==> config.mk <==
export PLATFORM = sky130hd
export DESIGN_NAME = sdram_arbiter_rr_flat
export DESIGN_NICKNAME = d
export VERILOG_FILES = /design/src/rtl/sdram_arbiter_rr_if.sv /design/src/rtl/sdram_arbiter_rr.sv /design/src/flat_wrapper.sv
export SDC_FILE = /design/constraint.sdc
export NUM_CORES = 1
export LEC_CHECK = 0
export BUFFER_PORTS_ARGS = -buffer_cell sky130_fd_sc_hd__clkbuf_2
export CAP_MARGIN = 25
export CELL_PAD_IN_SITES_DETAIL_PLACEMENT = 2
export CELL_PAD_IN_SITES_GLOBAL_PLACEMENT = 2
export CORE_MARGIN = 3
export CORE_UTILIZATION = 22
export CTS_CLUSTER_SIZE = 20
export DETAILED_ROUTE_END_ITERATION = 10
export GPL_TIMING_DRIVEN = 0
export PLACE_DENSITY_LB_ADDON = 0.1
export SYNTH_ARGS = -nofsm -noshare
export SYNTH_HDL_FRONTEND = slang
export SYNTH_SLANG_ARGS = --single-unit
==> constraint.sdc <==
create_clock -name clk_i -period 18.4 [get_ports clk_i]
set_clock_uncertainty 0.2 [all_clocks]
set_input_delay 3.68 -clock clk_i [delete_from_list [all_inputs] [get_ports clk_i]]
set_output_delay 3.68 -clock clk_i [all_outputs]
set_load 0.05 [all_outputs]
==> src/rtl/sdram_arbiter_rr_if.sv <==
// Bundle of the client-side and controller-side handshake signals around the arbiter.
interface sdram_arbiter_rr_if #(
  parameter int unsigned NUM_CLIENTS = 3,
  parameter int unsigned ADDR_W      = 24,
  parameter int unsigned DATA_W      = 16
);
  localparam int unsigned MASK_W = DATA_W / 8;

  // controller side
  logic                          sdram_cmd_valid;
  logic                          sdram_cmd_ready;
  logic                          sdram_rd;
  logic                          sdram_wr;
  logic [ADDR_W-1:0]             sdram_addr_x16;
  logic [DATA_W-1:0]             sdram_wdata;
  logic [MASK_W-1:0]             sdram_wmask;
  logic                          sdram_burst;
  logic                          sdram_ack;
  logic                          sdram_rdy;
  logic                          sdram_resp_valid;
  logic [DATA_W-1:0]             sdram_rdata;

  // client side
  logic [NUM_CLIENTS-1:0]        cli_cmd_valid;
  logic [NUM_CLIENTS-1:0]        cli_cmd_ready;
  logic [NUM_CLIENTS-1:0]        cli_rd;
  logic [NUM_CLIENTS-1:0]        cli_wr;
  logic [NUM_CLIENTS*ADDR_W-1:0] cli_addr_x16;
  logic [NUM_CLIENTS*DATA_W-1:0] cli_wdata;
  logic [NUM_CLIENTS*MASK_W-1:0] cli_wmask;
  logic [NUM_CLIENTS-1:0]        cli_ack;
  logic [NUM_CLIENTS-1:0]        cli_rdy;
  logic [NUM_CLIENTS-1:0]        cli_resp_valid;
  logic [DATA_W-1:0]             cli_rdata;

  // status
  logic [2:0]                    grant_idx;
  logic                          busy;

  modport master (
    output sdram_cmd_valid, sdram_rd, sdram_wr, sdram_addr_x16, sdram_wdata,
           sdram_wmask, sdram_burst, sdram_ack,
           cli_cmd_ready, cli_rdy, cli_resp_valid, cli_rdata, grant_idx, busy,
    input  sdram_cmd_ready, sdram_rdy, sdram_resp_valid, sdram_rdata,
           cli_cmd_valid, cli_rd, cli_wr, cli_addr_x16, cli_wdata, cli_wmask, cli_ack
  );

  modport slave (
    input  sdram_cmd_valid, sdram_rd, sdram_wr, sdram_addr_x16, sdram_wdata,
           sdram_wmask, sdram_burst, sdram_ack,
           cli_cmd_ready, cli_rdy, cli_resp_valid, cli_rdata, grant_idx, busy,
    output sdram_cmd_ready, sdram_rdy, sdram_resp_valid, sdram_rdata,
           cli_cmd_valid, cli_rd, cli_wr, cli_addr_x16, cli_wdata, cli_wmask, cli_ack
  );
endinterface

==> src/rtl/sdram_arbiter_rr.sv <==
// N-client arbiter in front of the single-command SDRAM controller.
// One client is granted per transaction and keeps the grant until it acks.
module sdram_arbiter_rr #(
  parameter int unsigned NUM_CLIENTS = 3,
  parameter int unsigned ADDR_W      = 24,
  parameter int unsigned DATA_W      = 16,
  parameter int unsigned WAIT_CYCLES = 2,
  parameter int unsigned PRIO_MODE   = 0,
  parameter logic [7:0]  BURST_MASK  = 8'b001
) (
  input logic                clk_i,
  input logic                rst_i,
  sdram_arbiter_rr_if.master bus
);
  localparam int unsigned MASK_W = DATA_W / 8;
  localparam int unsigned IDX_W  = 3;
  localparam int unsigned OFF_W  = IDX_W + 1;
  localparam int unsigned WCNT_W = 3;

  typedef enum logic {ST_IDLE, ST_BUSY} state_t;

  state_t                 state_q, state_d;
  logic [IDX_W-1:0]       grant_q, grant_d;
  logic [IDX_W-1:0]       rr_ptr_q, rr_ptr_d;
  logic [WCNT_W-1:0]      wait_q, wait_d;

  logic                   any_valid;
  logic [IDX_W-1:0]       win_idx;
  logic [IDX_W-1:0]       search_base;
  logic [OFF_W-1:0]       off, best_off;
  logic [IDX_W-1:0]       sel_idx;
  logic                   drive_cmd;

  logic                   cmd_valid_c, rd_c, wr_c, burst_c, ack_c;
  logic [ADDR_W-1:0]      addr_c;
  logic [DATA_W-1:0]      wdata_c;
  logic [MASK_W-1:0]      wmask_c;
  logic [NUM_CLIENTS-1:0] cmd_ready_c, rdy_c, resp_valid_c;

  // Winner search: smallest distance from the search base among valid clients
  always_comb begin
    any_valid   = |bus.cli_cmd_valid;
    search_base = (PRIO_MODE != 0) ? '0 : rr_ptr_q;
    win_idx     = '0;
    best_off    = '1;
    off         = '0;
    for (int i = 0; i < NUM_CLIENTS; i++) begin
      if (IDX_W'(i) >= search_base)
        off = OFF_W'(i) - {1'b0, search_base};
      else
        off = OFF_W'(i) + OFF_W'(NUM_CLIENTS) - {1'b0, search_base};
      if (bus.cli_cmd_valid[i] && (off < best_off)) begin
        best_off = off;
        win_idx  = IDX_W'(i);
      end
    end
  end

  // State and grant registers
  always_ff @(posedge clk_i or posedge rst_i) begin
    if (rst_i) begin
      state_q  <= ST_IDLE;
      grant_q  <= '0;
      rr_ptr_q <= '0;
      wait_q   <= '0;
    end else begin
      state_q  <= state_d;
      grant_q  <= grant_d;
      rr_ptr_q <= rr_ptr_d;
      wait_q   <= wait_d;
    end
  end

  // Next state, command forwarding and per-client response routing
  always_comb begin
    state_d      = state_q;
    grant_d      = grant_q;
    rr_ptr_d     = rr_ptr_q;
    wait_d       = (wait_q != '0) ? WCNT_W'(wait_q - 1'b1) : '0;
    cmd_valid_c  = 1'b0;
    rd_c         = 1'b0;
    wr_c         = 1'b0;
    burst_c      = 1'b0;
    ack_c        = 1'b0;
    addr_c       = '0;
    wdata_c      = '0;
    wmask_c      = '0;
    cmd_ready_c  = '0;
    rdy_c        = '0;
    resp_valid_c = '0;

    sel_idx   = (state_q == ST_BUSY) ? grant_q : win_idx;
    drive_cmd = (state_q == ST_BUSY) || any_valid;

    for (int i = 0; i < NUM_CLIENTS; i++) begin
      if (drive_cmd && (sel_idx == IDX_W'(i))) begin
        rd_c    = bus.cli_rd[i];
        wr_c    = bus.cli_wr[i] & ~BURST_MASK[i];
        burst_c = BURST_MASK[i];
        addr_c  = bus.cli_addr_x16[i*ADDR_W +: ADDR_W];
        wdata_c = bus.cli_wdata[i*DATA_W +: DATA_W];
        wmask_c = bus.cli_wmask[i*MASK_W +: MASK_W];
      end
    end

    case (state_q)
      ST_IDLE: begin
        cmd_valid_c = any_valid;
        for (int i = 0; i < NUM_CLIENTS; i++)
          if (any_valid && (win_idx == IDX_W'(i))) cmd_ready_c[i] = bus.sdram_cmd_ready;
        if (any_valid && bus.sdram_cmd_ready) begin
          state_d = ST_BUSY;
          grant_d = win_idx;
          wait_d  = WCNT_W'(WAIT_CYCLES);
          if (PRIO_MODE == 0)
            rr_ptr_d = (win_idx == IDX_W'(NUM_CLIENTS - 1)) ? '0 : IDX_W'(win_idx + 1'b1);
        end
      end
      ST_BUSY: begin
        for (int i = 0; i < NUM_CLIENTS; i++) begin
          if (grant_q == IDX_W'(i)) begin
            ack_c           = bus.cli_ack[i];
            rdy_c[i]        = bus.sdram_rdy & (wait_q == '0);
            resp_valid_c[i] = bus.sdram_resp_valid;
          end
        end
        if (ack_c) state_d = ST_IDLE;
      end
      default: state_d = ST_IDLE;
    endcase

    // Handshake outputs stay quiet for as long as reset is held
    if (rst_i) begin
      cmd_valid_c  = 1'b0;
      rd_c         = 1'b0;
      wr_c         = 1'b0;
      ack_c        = 1'b0;
      cmd_ready_c  = '0;
      rdy_c        = '0;
      resp_valid_c = '0;
    end
  end

  assign bus.sdram_cmd_valid = cmd_valid_c;
  assign bus.sdram_rd        = rd_c;
  assign bus.sdram_wr        = wr_c;
  assign bus.sdram_addr_x16  = addr_c;
  assign bus.sdram_wdata     = wdata_c;
  assign bus.sdram_wmask     = wmask_c;
  assign bus.sdram_burst     = burst_c;
  assign bus.sdram_ack       = ack_c;
  assign bus.cli_cmd_ready   = cmd_ready_c;
  assign bus.cli_rdy         = rdy_c;
  assign bus.cli_resp_valid  = resp_valid_c;
  assign bus.cli_rdata       = bus.sdram_rdata;
  assign bus.grant_idx       = grant_q;
  assign bus.busy            = (state_q == ST_BUSY);
endmodule

==> src/flat_wrapper.sv <==
// flat-port wrapper written by rule: the top's interface ports become plain ports
module sdram_arbiter_rr_flat 
#(
  parameter int unsigned NUM_CLIENTS = 3,
  parameter int unsigned ADDR_W      = 24,
  parameter int unsigned DATA_W      = 16,
  parameter int unsigned WAIT_CYCLES = 2,
  parameter int unsigned PRIO_MODE   = 0,
  parameter logic [7:0]  BURST_MASK  = 8'b001
)
  (clk_i, rst_i, bus_sdram_cmd_valid, bus_sdram_rd, bus_sdram_wr, bus_sdram_addr_x16, bus_sdram_wdata, bus_sdram_wmask, bus_sdram_burst, bus_sdram_ack, bus_cli_cmd_ready, bus_cli_rdy, bus_cli_resp_valid, bus_cli_rdata, bus_grant_idx, bus_busy, bus_sdram_cmd_ready, bus_sdram_rdy, bus_sdram_resp_valid, bus_sdram_rdata, bus_cli_cmd_valid, bus_cli_rd, bus_cli_wr, bus_cli_addr_x16, bus_cli_wdata, bus_cli_wmask, bus_cli_ack);
  sdram_arbiter_rr_if #(.NUM_CLIENTS(NUM_CLIENTS), .ADDR_W(ADDR_W), .DATA_W(DATA_W)) bus_i ();
  input logic clk_i;
  input logic rst_i;
  output wire logic [$bits(bus_i.sdram_cmd_valid)-1:0] bus_sdram_cmd_valid;
  output wire logic [$bits(bus_i.sdram_rd)-1:0] bus_sdram_rd;
  output wire logic [$bits(bus_i.sdram_wr)-1:0] bus_sdram_wr;
  output wire logic [$bits(bus_i.sdram_addr_x16)-1:0] bus_sdram_addr_x16;
  output wire logic [$bits(bus_i.sdram_wdata)-1:0] bus_sdram_wdata;
  output wire logic [$bits(bus_i.sdram_wmask)-1:0] bus_sdram_wmask;
  output wire logic [$bits(bus_i.sdram_burst)-1:0] bus_sdram_burst;
  output wire logic [$bits(bus_i.sdram_ack)-1:0] bus_sdram_ack;
  output wire logic [$bits(bus_i.cli_cmd_ready)-1:0] bus_cli_cmd_ready;
  output wire logic [$bits(bus_i.cli_rdy)-1:0] bus_cli_rdy;
  output wire logic [$bits(bus_i.cli_resp_valid)-1:0] bus_cli_resp_valid;
  output wire logic [$bits(bus_i.cli_rdata)-1:0] bus_cli_rdata;
  output wire logic [$bits(bus_i.grant_idx)-1:0] bus_grant_idx;
  output wire logic [$bits(bus_i.busy)-1:0] bus_busy;
  input wire logic [$bits(bus_i.sdram_cmd_ready)-1:0] bus_sdram_cmd_ready;
  input wire logic [$bits(bus_i.sdram_rdy)-1:0] bus_sdram_rdy;
  input wire logic [$bits(bus_i.sdram_resp_valid)-1:0] bus_sdram_resp_valid;
  input wire logic [$bits(bus_i.sdram_rdata)-1:0] bus_sdram_rdata;
  input wire logic [$bits(bus_i.cli_cmd_valid)-1:0] bus_cli_cmd_valid;
  input wire logic [$bits(bus_i.cli_rd)-1:0] bus_cli_rd;
  input wire logic [$bits(bus_i.cli_wr)-1:0] bus_cli_wr;
  input wire logic [$bits(bus_i.cli_addr_x16)-1:0] bus_cli_addr_x16;
  input wire logic [$bits(bus_i.cli_wdata)-1:0] bus_cli_wdata;
  input wire logic [$bits(bus_i.cli_wmask)-1:0] bus_cli_wmask;
  input wire logic [$bits(bus_i.cli_ack)-1:0] bus_cli_ack;
  assign bus_sdram_cmd_valid = bus_i.sdram_cmd_valid;
  assign bus_sdram_rd = bus_i.sdram_rd;
  assign bus_sdram_wr = bus_i.sdram_wr;
  assign bus_sdram_addr_x16 = bus_i.sdram_addr_x16;
  assign bus_sdram_wdata = bus_i.sdram_wdata;
  assign bus_sdram_wmask = bus_i.sdram_wmask;
  assign bus_sdram_burst = bus_i.sdram_burst;
  assign bus_sdram_ack = bus_i.sdram_ack;
  assign bus_cli_cmd_ready = bus_i.cli_cmd_ready;
  assign bus_cli_rdy = bus_i.cli_rdy;
  assign bus_cli_resp_valid = bus_i.cli_resp_valid;
  assign bus_cli_rdata = bus_i.cli_rdata;
  assign bus_grant_idx = bus_i.grant_idx;
  assign bus_busy = bus_i.busy;
  assign bus_i.sdram_cmd_ready = bus_sdram_cmd_ready;
  assign bus_i.sdram_rdy = bus_sdram_rdy;
  assign bus_i.sdram_resp_valid = bus_sdram_resp_valid;
  assign bus_i.sdram_rdata = bus_sdram_rdata;
  assign bus_i.cli_cmd_valid = bus_cli_cmd_valid;
  assign bus_i.cli_rd = bus_cli_rd;
  assign bus_i.cli_wr = bus_cli_wr;
  assign bus_i.cli_addr_x16 = bus_cli_addr_x16;
  assign bus_i.cli_wdata = bus_cli_wdata;
  assign bus_i.cli_wmask = bus_cli_wmask;
  assign bus_i.cli_ack = bus_cli_ack;
  sdram_arbiter_rr #(.NUM_CLIENTS(NUM_CLIENTS), .ADDR_W(ADDR_W), .DATA_W(DATA_W), .WAIT_CYCLES(WAIT_CYCLES), .PRIO_MODE(PRIO_MODE), .BURST_MASK(BURST_MASK)) u_core (.clk_i(clk_i), .rst_i(rst_i), .bus(bus_i));
endmodule
* After elaboration in Yosys (flattened, before gate mapping) *
Cells that the tools add are included.
W data, S select, Z words.

storage, ports and cells
  register bits = 10
  bits in latches = 0
  RAM bits = 0
  bits in read-only memories = 0
  logic and storage cells = 101
  memories kept = 0

operators by class
  add/subtract/negate cells = 8
  multipliers = 0
  divide/modulo/power cells = 0
  magnitude comparators = 6
  equality and inequality tests = 6
  shift-type cells = 0
  muxes and demuxes = 57
  bitwise logic cells = 2
  reductions and logical operators = 18

operators by type and width
  cell                   count
  $mux W24               3
  $mux W16               3
  $mux W3                12
  $mux W1                30
  $mux W4                5
  $logic_not A3 Y1       4
  $logic_and A1 B1 Y1    10
  $eq A3 B1 Y1 const B   3
  $eq A3 B2 Y1 const B   3
  $lt A4 B4 Y1           2
  $sub A1 B3 Y4 const A  2
  $sub A2 B3 Y4 const A  2
  $sub A3 B3 Y4 const A  2
  $ge A1 B3 Y1 const A   2
  $mux W2                3
  $lt A4 B4 Y1 const B   1
  $add A3 B1 Y3 const B  1
  $ge A2 B3 Y1 const A   1
  $reduce_bool A3 Y1     1
  $reduce_or A3 Y1       1
  $sub A3 B1 Y3 const B  1
  $pmux W1 S2            1
  $reduce_and A2 Y1      1
  $and A1 B1 Y1          1
  other kinds (2)        2

* Depth between registers and ports, before layout *
Gate-level depths: netlist (run 1).

  depth in word-level cells = 18
  mapped depth = 25
  depth with buffers taken out = 19

* Worst setup path after synthesis (run 1) *
No wires, ideal clock.

  kind = input to output
  start = in bus_cli_cmd_valid[0]
  end = out bus_cli_cmd_ready[0]
  data arrival time = 7413 ps
  path slack = 7107 ps
  stages = 15
  path buffers = 1
  cells stage by stage = inv_1 > a211oi_1 > ha_1 > nand3_1 > and3_1 > o21ai_1 > nor2_1 > a21o_1 > ha_1 > o211a_1 > nand2_1 > a2bb2oi_2 > and2_4 > buf_6 > nor4_1

on the way
  word-level cells in the longest chain between the ends = 13

ends and longest elaborated chain
  element                RTL line                 source
  from (decl)            flat_wrapper.sv:33       input wire logic [$bits(bus_i.cli_cmd_valid)-1:0] bus_cli_cmd_valid;
  $logic_and A1 B1 Y1    sdram_arbiter_rr.sv:52   if (bus.cli_cmd_valid[i] && (off < best_off)) begin
  $mux W4                sdram_arbiter_rr.sv:52
  $lt A4 B4 Y1           sdram_arbiter_rr.sv:52
  $logic_and A1 B1 Y1    sdram_arbiter_rr.sv:52
  $mux W4                sdram_arbiter_rr.sv:52
  $lt A4 B4 Y1           sdram_arbiter_rr.sv:52
  $logic_and A1 B1 Y1    sdram_arbiter_rr.sv:52
  $mux W3                sdram_arbiter_rr.sv:52
  $logic_not A3 Y1       sdram_arbiter_rr.sv:110  if (any_valid && (win_idx == IDX_W'(i))) cmd_ready_c[i] = bus.sdram_cmd_ready;
  $logic_and A1 B1 Y1 *  sdram_arbiter_rr.sv:110
  $mux W1 *              sdram_arbiter_rr.sv:110
  $mux W3 *              sdram_arbiter_rr.sv:106  case (state_q)
  $mux W3 *              sdram_arbiter_rr.sv:133  if (rst_i) begin
  to (decl)              flat_wrapper.sv:23       output wire logic [$bits(bus_i.cli_cmd_ready)-1:0] bus_cli_cmd_ready;

Mark *: on every way between the ends. The rest lies on a longest branch, timed or not.

* Final worst setup path (run 1) *
  start = in bus_cli_cmd_valid[0]
  end = out bus_sdram_addr_x16[19]

on the way
  word-level cells in the longest chain between the ends = 14

ends and longest elaborated chain
  element                 RTL line                source
  $logic_and A1 B1 Y1     sdram_arbiter_rr.sv:52
  $mux W4                 sdram_arbiter_rr.sv:52
  $lt A4 B4 Y1            sdram_arbiter_rr.sv:52
  $logic_and A1 B1 Y1     sdram_arbiter_rr.sv:52
  $mux W4                 sdram_arbiter_rr.sv:52
  $lt A4 B4 Y1            sdram_arbiter_rr.sv:52
  $logic_and A1 B1 Y1     sdram_arbiter_rr.sv:52
  $mux W3                 sdram_arbiter_rr.sv:52
  $mux W3                 sdram_arbiter_rr.sv:92  sel_idx = (state_q == ST_BUSY) ? grant_q : win_idx;
  $logic_not A3 Y1        sdram_arbiter_rr.sv:96  if (drive_cmd && (sel_idx == IDX_W'(i))) begin
  $logic_and A1 B1 Y1     sdram_arbiter_rr.sv:96
  $mux W24 (2 in series)  sdram_arbiter_rr.sv:96
  $mux W24 *              sdram_arbiter_rr.sv:96
  to (decl)               flat_wrapper.sv:18      output wire logic [$bits(bus_i.sdram_addr_x16)-1:0] bus_sdram_addr_x16;

Marked as above.

==> results_dict.tcl, run 1 <==
set metrics [dict create \
    status "finished, final reports clean" \
    dieArea_mm2 0.0166 \
    drc 0 \
    rrSetupSlack_ns 12.27 \
    cp.arrival_ns 8.22 \
    grt_usage_pct 18.5 \
    grt_pass1_vias 4940 \
    dr.pass1.iters 4 \
    routed_wl_mm 16.2 \
    preCtsSetupSlack_ns 6.32 \
    max_freq_mhz 82.7 \
    postSynthCellCount 488 \
    grt_remaining_overflow 0 \
    grt_max_degree 11 \
    cts.hold.buffers_added 0 \
    yosys-top-cells-area "o211ai_2 (15%), mux2i_1 (14%), nand2_1 (12%), a22oi_1 (9.5%), o21ai_0 (7.6%)" \
    rows 44 \
    worst_pin_slew_ns 0.850 \
    worstSetupPathType "primary input to primary output" \
    synth_seq_cells 8 \
    clk_pin_slew_worst_paths_ns 0.04 \
    fin_area_mm2 0.00469 \
    synthArstFlopShare_pct 100 \
    dpl_cell_area_mm2 0.00462 \
    core_area_mm2 0.0146 \
    maxCapViolCount 0 \
    peakVddDrop_v 0.0000900 \
    power_density_mw_per_mm2 201 \
    clkSinkCount 8 \
    synth_top_area_cell "o211ai_2" \
    hold_start "u_core.wait_q[0]" \
    wl_per_cell_um 18.2 \
    ant_nets 0 \
    num_antenna_cells 0 \
    clk_latency_ns 0.23 \
    critPathMaxFanout 10 \
    fp.dieW_um 129 \
    leakagePower_nw 2.44 \
    slew_viol_final 0 \
    startpoint "bus_cli_cmd_valid[0]" \
    finalHoldViolCount 0 \
    synthTopCellsByCount "nand2_1 (102), o21ai_0 (50), inv_1 (48), mux2i_1 (45), a22oi_1 (42)" \
    post_cts_resized 0 \
    routabilityCongestion 0.811 \
    period_share_pct 65.7 \
    cts_tree "built" \
    synth-seq-area-share_pct 6.04 \
    die_y_um 129 \
    antenna_found_initial 0 \
    grt_first_pass_wirelength_mm 25.3 \
    synth_most_common_cell "nand2_1" \
    routed_via_density 5.04 \
    io_pins 235 \
    mappedNetlistArea_mm2 0.00331 \
    reg2regPathDepth 19 \
    synth_nets 664 \
    r2r-end "u_core.bus.grant_idx[0]" \
    synth-edff-count 0 \
    vias 4485 \
    syn2layout_area_growth_pct 41.7 \
    setup_viol 0 \
    yosysWarnings 0 \
    portBuffers 215 \
    rsz0062_at_grt "false" \
    ys.flop_type "dfrtp_1" \
    cp.required_ns 14.52 \
    cts_buffers 3 \
    fill_cells 1816 \
    drive_gt1_share_pct 40.9 \
    worst_slack_ns 6.30 \
    startpoint_type "primary input" \
    min_period_ns 12.10 \
    clk_path_buf_depth 2 \
    synth.distinct_cells 48 \
    netlist.area_leader.share_pct 14.7 \
    htreeDepth 1 \
    place_hpwl_mm 13.4 \
    start_util_pct 22.6 \
    endpoint "bus_sdram_addr_x16[19]" \
    rr_startpoint "u_core.bus.grant_idx[0]" \
    cp-end-kind "primary output" \
    relSlewSlack_pct 43.4 \
    cts_setup_buffers 0 \
    min_path_type "register to register" \
    setup-tns-final_ns 0 \
    drtIter0Drc 121 \
    nets 884 \
    cts-root-buf "clkbuf_16" \
    postSynthAreaPerCell_um2 6.79 \
]
-- cells by family (layout without fill, tap and decap cells) --
| logic type | Yosys count | in the layout | share of synthesized area (%) |
|---|---|---|---|
| AO/OA/AOI/OAI | 161 | 161 | 38.9 |
| AND/OR/NAND/NOR | 149 | 149 | 18.7 |
| buffers and inverters | 104 | 322 | 15.3 |
| multiplexers | 46 | 46 | 13.9 |
| adder cells (fa/ha/maj) | 17 | 17 | 6.42 |
| flip-flops | 8 | 8 | 6.04 |
| XOR/XNOR | 2 | 2 | 0.529 |
| other | 1 | 1 | 0.113 |
-- metrics by stage --
step | util [%] | hold slack (ns) | cells | power (mW)
after detailed placement | 31.5 | 0.303 | 887 | 0.917
after global placement | 31.5 | 0.285 | 887 | 0.900
after CTS | 32.0 | 0.311 | 890 | 0.957
after floorplan | - | 0.250 | 488 | 0.694
after global routing | 32.0 | 0.341 | 890 | 1.02
final | 32.0 | 0.313 | 890 | 0.943
-- power breakdown --
| part | internal (mW) | total, mW | leakage (nW) | switching (mW) |
|---|---|---|---|---|
| logic | 0.242 | 0.874 | 2.30 | 0.631 |
| registers | 0.0231 | 0.0322 | 0.104 | 0.00909 |
| clock network | 0.0280 | 0.0369 | 0.0370 | 0.00884 |
| total | 0.294 | 0.943 | 2.44 | 0.649 |
-- critical path, stage by stage --
cell	delay [ns]
clkbuf_2	0.14
inv_1	0.09
a211oi_1	0.28
ha_1	0.25
nand3_1	0.09
and3_1	0.20
o21ai_1	0.41
nor2_1	0.14
a21o_1	0.19
ha_1	0.30
o211a_1	0.19
a221oi_1	0.34
a21boi_1	0.38
and3_1	0.21
buf_2	0.24
clkbuf_1	0.44
a22oi_1	0.21
o211ai_2	0.10
clkbuf_2	0.31
-- sequential cells by signal, summed over array words and instances (netlist names) --
register and count:
u_core.bus.busy 1, u_core.bus.grant_idx 2, u_core.rr_ptr_q 2, u_core.wait_q 3
-- layout make-up --
class                      count  area, um2  share of cell area (%)
multi-input combinational    376       2610                    55.5
sequential                     8        200                    4.27
tap                          184        230                    4.91
buffer                        56        325                    6.93
timing repair buffer         215       1080                    22.9
clock buffer                   3       75.1                    1.60
inverter                      48        180                    3.84
-- cell usage in the layout (no fill, tap or decap), types with 3 or more instances in the layout --
cell type and count:
clkbuf_2 215, nand2_1 102, o21ai_0 50, inv_1 48
mux2i_1 45, a22oi_1 42, o211ai_2 39, clkbuf_1 28
nor2_1 22, buf_4 18, ha_1 17, dfrtp_1 8
a21oi_1 7, buf_6 6, nor3_1 5, o211ai_1 4
o31ai_1 4, nor2b_1 3, nand2b_1 3, nand3_1 3
clkbuf_16 3
-- worst min path at each step --
stage                     slack, ns          endpoint  cells after the start
final                          0.31  u_core.wait_q[0]                      1
after detailed placement       0.30  u_core.wait_q[0]                      1
after global routing           0.34  u_core.wait_q[0]                      1
after floorplan                0.25  u_core.wait_q[0]                      1
after global placement         0.28  u_core.wait_q[0]                      1
after CTS                      0.31  u_core.wait_q[0]                      1
-- metal layers --
| layer | up-vias | routed length (um) | GRT usage, % |
|---|---|---|---|
| met3 | 10 | 924 | 2.53 |
| met1 | 2168 | 7030 | 23.2 |
| met2 | 159 | 8140 | 34.6 |
| li1 | 2148 | - | - |
| met4 | 0 | 136 | 2.41 |
| met5 | - | 0 | 0 |
Note: power is estimated with default switching activity, not from simulation.
==> inputs of run 2 (changes only) <==
CORE_UTILIZATION = 20   (was 22)
clock period = 11.79 ns   (was 18.4 ns; I/O delays follow)
==> run 2 against run 1 <==
Net effect:
- flip-flop and latch count is the same
- wire length grew 2.8%
- sequential share of layout area is essentially flat
- utilization shrank 2.6 points
- die area grew 9.5%
- non-clock buffer count is the same
- final cell count grew 3.6%
- critical path type is now register to primary output
- largest cell class unchanged
- largest power group unchanged
==> results_dict.tcl, run 2 (same netlist as run 1, synthesis figures left out) <==
set metrics [dict create \
    status "finished, final reports clean" \
    drtIter0Drc 149 \
    rsz0062_at_grt "false" \
    hold_path_end "u_core.wait_q[0]" \
    rows 46 \
    p_seq_share_pct 3.4 \
    swShare_pct 68.9 \
    htreeDepth 1 \
    worstHoldPathCells 1 \
    syn2layout_area_growth_pct 42.9 \
    rrSetupSlack_ns 5.81 \
    reg2regPathDepth 18 \
    clk_pin_slew_worst_paths_ns 0.04 \
    io_pins 235 \
    cts_tree "built" \
    instances_no_fill 922 \
    worstSetupPathType "register to primary output" \
    grt_remaining_overflow 0 \
    min_path_type "register to register" \
    mostFrequentLayoutCell "clkbuf_2" \
    leakagePower_nw 2.44 \
    die_y_um 135 \
    grt_usage_pct 17.6 \
    routed_wl_mm 16.7 \
    routed_via_density 4.88 \
    setup-tns-final_ns 0 \
    seq_area_um2 200 \
    core_area_mm2 0.0161 \
    cp.required_ns 9.23 \
    maxCapViolCount 0 \
    relSlewSlack_pct 46.7 \
    internal_power_uw 458 \
    clk_latency_ns 0.23 \
    slew_viol_final 0 \
    cts-root-buf "clkbuf_16" \
    fill_cells 1971 \
    start_util_pct 20.6 \
    worst_pin_slew_ns 0.800 \
    num_antenna_cells 0 \
    drive_gt1_share_pct 40.9 \
    ant_nets 0 \
    portBuffers 215 \
    worst_slack_ns 2.23 \
    routabilityCongestion 0.816 \
    critPathMaxFanout 10 \
    top_register "u_core.wait_q" \
    grt_first_pass_wirelength_mm 26.2 \
    preCtsSetupSlack_ns 2.34 \
    dp_cells 919 \
    period_share_pct 81.1 \
    grt_pass1_vias 5060 \
    max_freq_mhz 105 \
    wl_per_cell_um 18.1 \
    peakVddDrop_v 0.000114 \
    largest_reg_flops 3 \
    cts_buffers 3 \
    cts.hold.buffers_added 0 \
    finalHoldViolCount 0 \
    dieArea_mm2 0.0181 \
    grt_max_degree 11 \
    setup_viol 0 \
    mostFrequentLayoutCells "clkbuf_2 (215), nand2_1 (102), o21ai_0 (50), inv_1 (48), mux2i_1 (45)" \
    rr_startpoint "u_core.bus.grant_idx[0]" \
    startpoint_type "register" \
    dr.pass1.iters 4 \
    vias 4500 \
    cp.arrival_ns 7.00 \
    multi_input_area_mm2 0.00261 \
    switchingPower_mw 1.02 \
    hold_start "u_core.wait_q[0]" \
    cp-end-kind "primary output" \
    r2r-end "u_core.bus.grant_idx[0]" \
    dpl_cell_area_mm2 0.00466 \
    power_density_mw_per_mm2 311 \
    power_frac_comb_pct 92.7 \
    place_hpwl_mm 14.0 \
    cts_setup_buffers 0 \
    finalPower_mw 1.47 \
    postLayoutCoreUtil_pct 29.5 \
    nets 884 \
    clk_path_buf_depth 2 \
    min_period_ns 9.56 \
    fp.dieW_um 135 \
    drc 0 \
    fin_area_mm2 0.00473 \
    clockPowerShare_pct 3.9 \
    antenna_found_initial 0 \
    whs_ns 0.313 \
    post_cts_resized 0 \
    clkSinkCount 8 \
]
==> run 2: area by class of cell <==
cell class	count	share of cell area, %
plain buffers	56	6.87
clock buffers	3	1.59
inverters	48	3.81
multi-input cells	376	55.1
flip-flops and latches	8	4.23
well taps	216	5.71
repair buffers	215	22.7
==> run 2: how the worst max path moves through the flow <==
| stage | from | endpoint | slack (ns) | cells after the start |
|---|---|---|---|---|
| finish | u_core.bus.grant_idx[0] | bus_sdram_wdata[5] | 2.23 | 21 |
| global route | u_core.bus.grant_idx[0] | bus_sdram_addr_x16[16] | 1.53 | 21 |
| global placement | u_core.bus.grant_idx[0] | bus_sdram_wdata[3] | 2.47 | 21 |
| detailed placement | u_core.bus.grant_idx[0] | bus_sdram_wdata[3] | 2.34 | 21 |
| CTS | u_core.bus.grant_idx[0] | bus_sdram_wdata[3] | 2.05 | 21 |
| floorplan | bus_cli_cmd_valid[0] | bus_cli_cmd_ready[0] | 3.14 | 15 |
==> run 2: power groups by stage <==
stage               sequential (mW)  combinational (mW)  clock (mW)
finish                       0.0499                1.37      0.0571
global route                 0.0522                1.48      0.0591
detailed placement           0.0508                1.39           0
global placement             0.0509                1.36           0
CTS                          0.0506                1.39      0.0579
floorplan                    0.0567                1.03           0
==> run 2: worst max-delay path, stage by stage (launching register included) <==
cell and delay (ns):
dfrtp_1 0.49, clkbuf_1 0.38, clkbuf_1 0.66, inv_1 0.27, ha_1 0.38, ha_1 0.26
nor2_1 0.15, o21ai_0 0.16, ha_1 0.34, nand3_1 0.10, o21ai_1 0.60, o21ai_0 0.29
ha_1 0.34, o211a_1 0.19, a221oi_1 0.28, a21boi_1 0.33, and3_1 0.20, buf_2 0.25
clkbuf_1 0.47, a22oi_1 0.21, o211ai_2 0.11, clkbuf_2 0.30
==> run 2: routing by layer <==
| layer | global-route usage (%) | routed length, um |
|---|---|---|
| met1 | 21.4 | 6960 |
| met4 | 1.36 | 99 |
| met3 | 2.65 | 900 |
| met2 | 33.7 | 8720 |
| met5 | 0 | 0 |
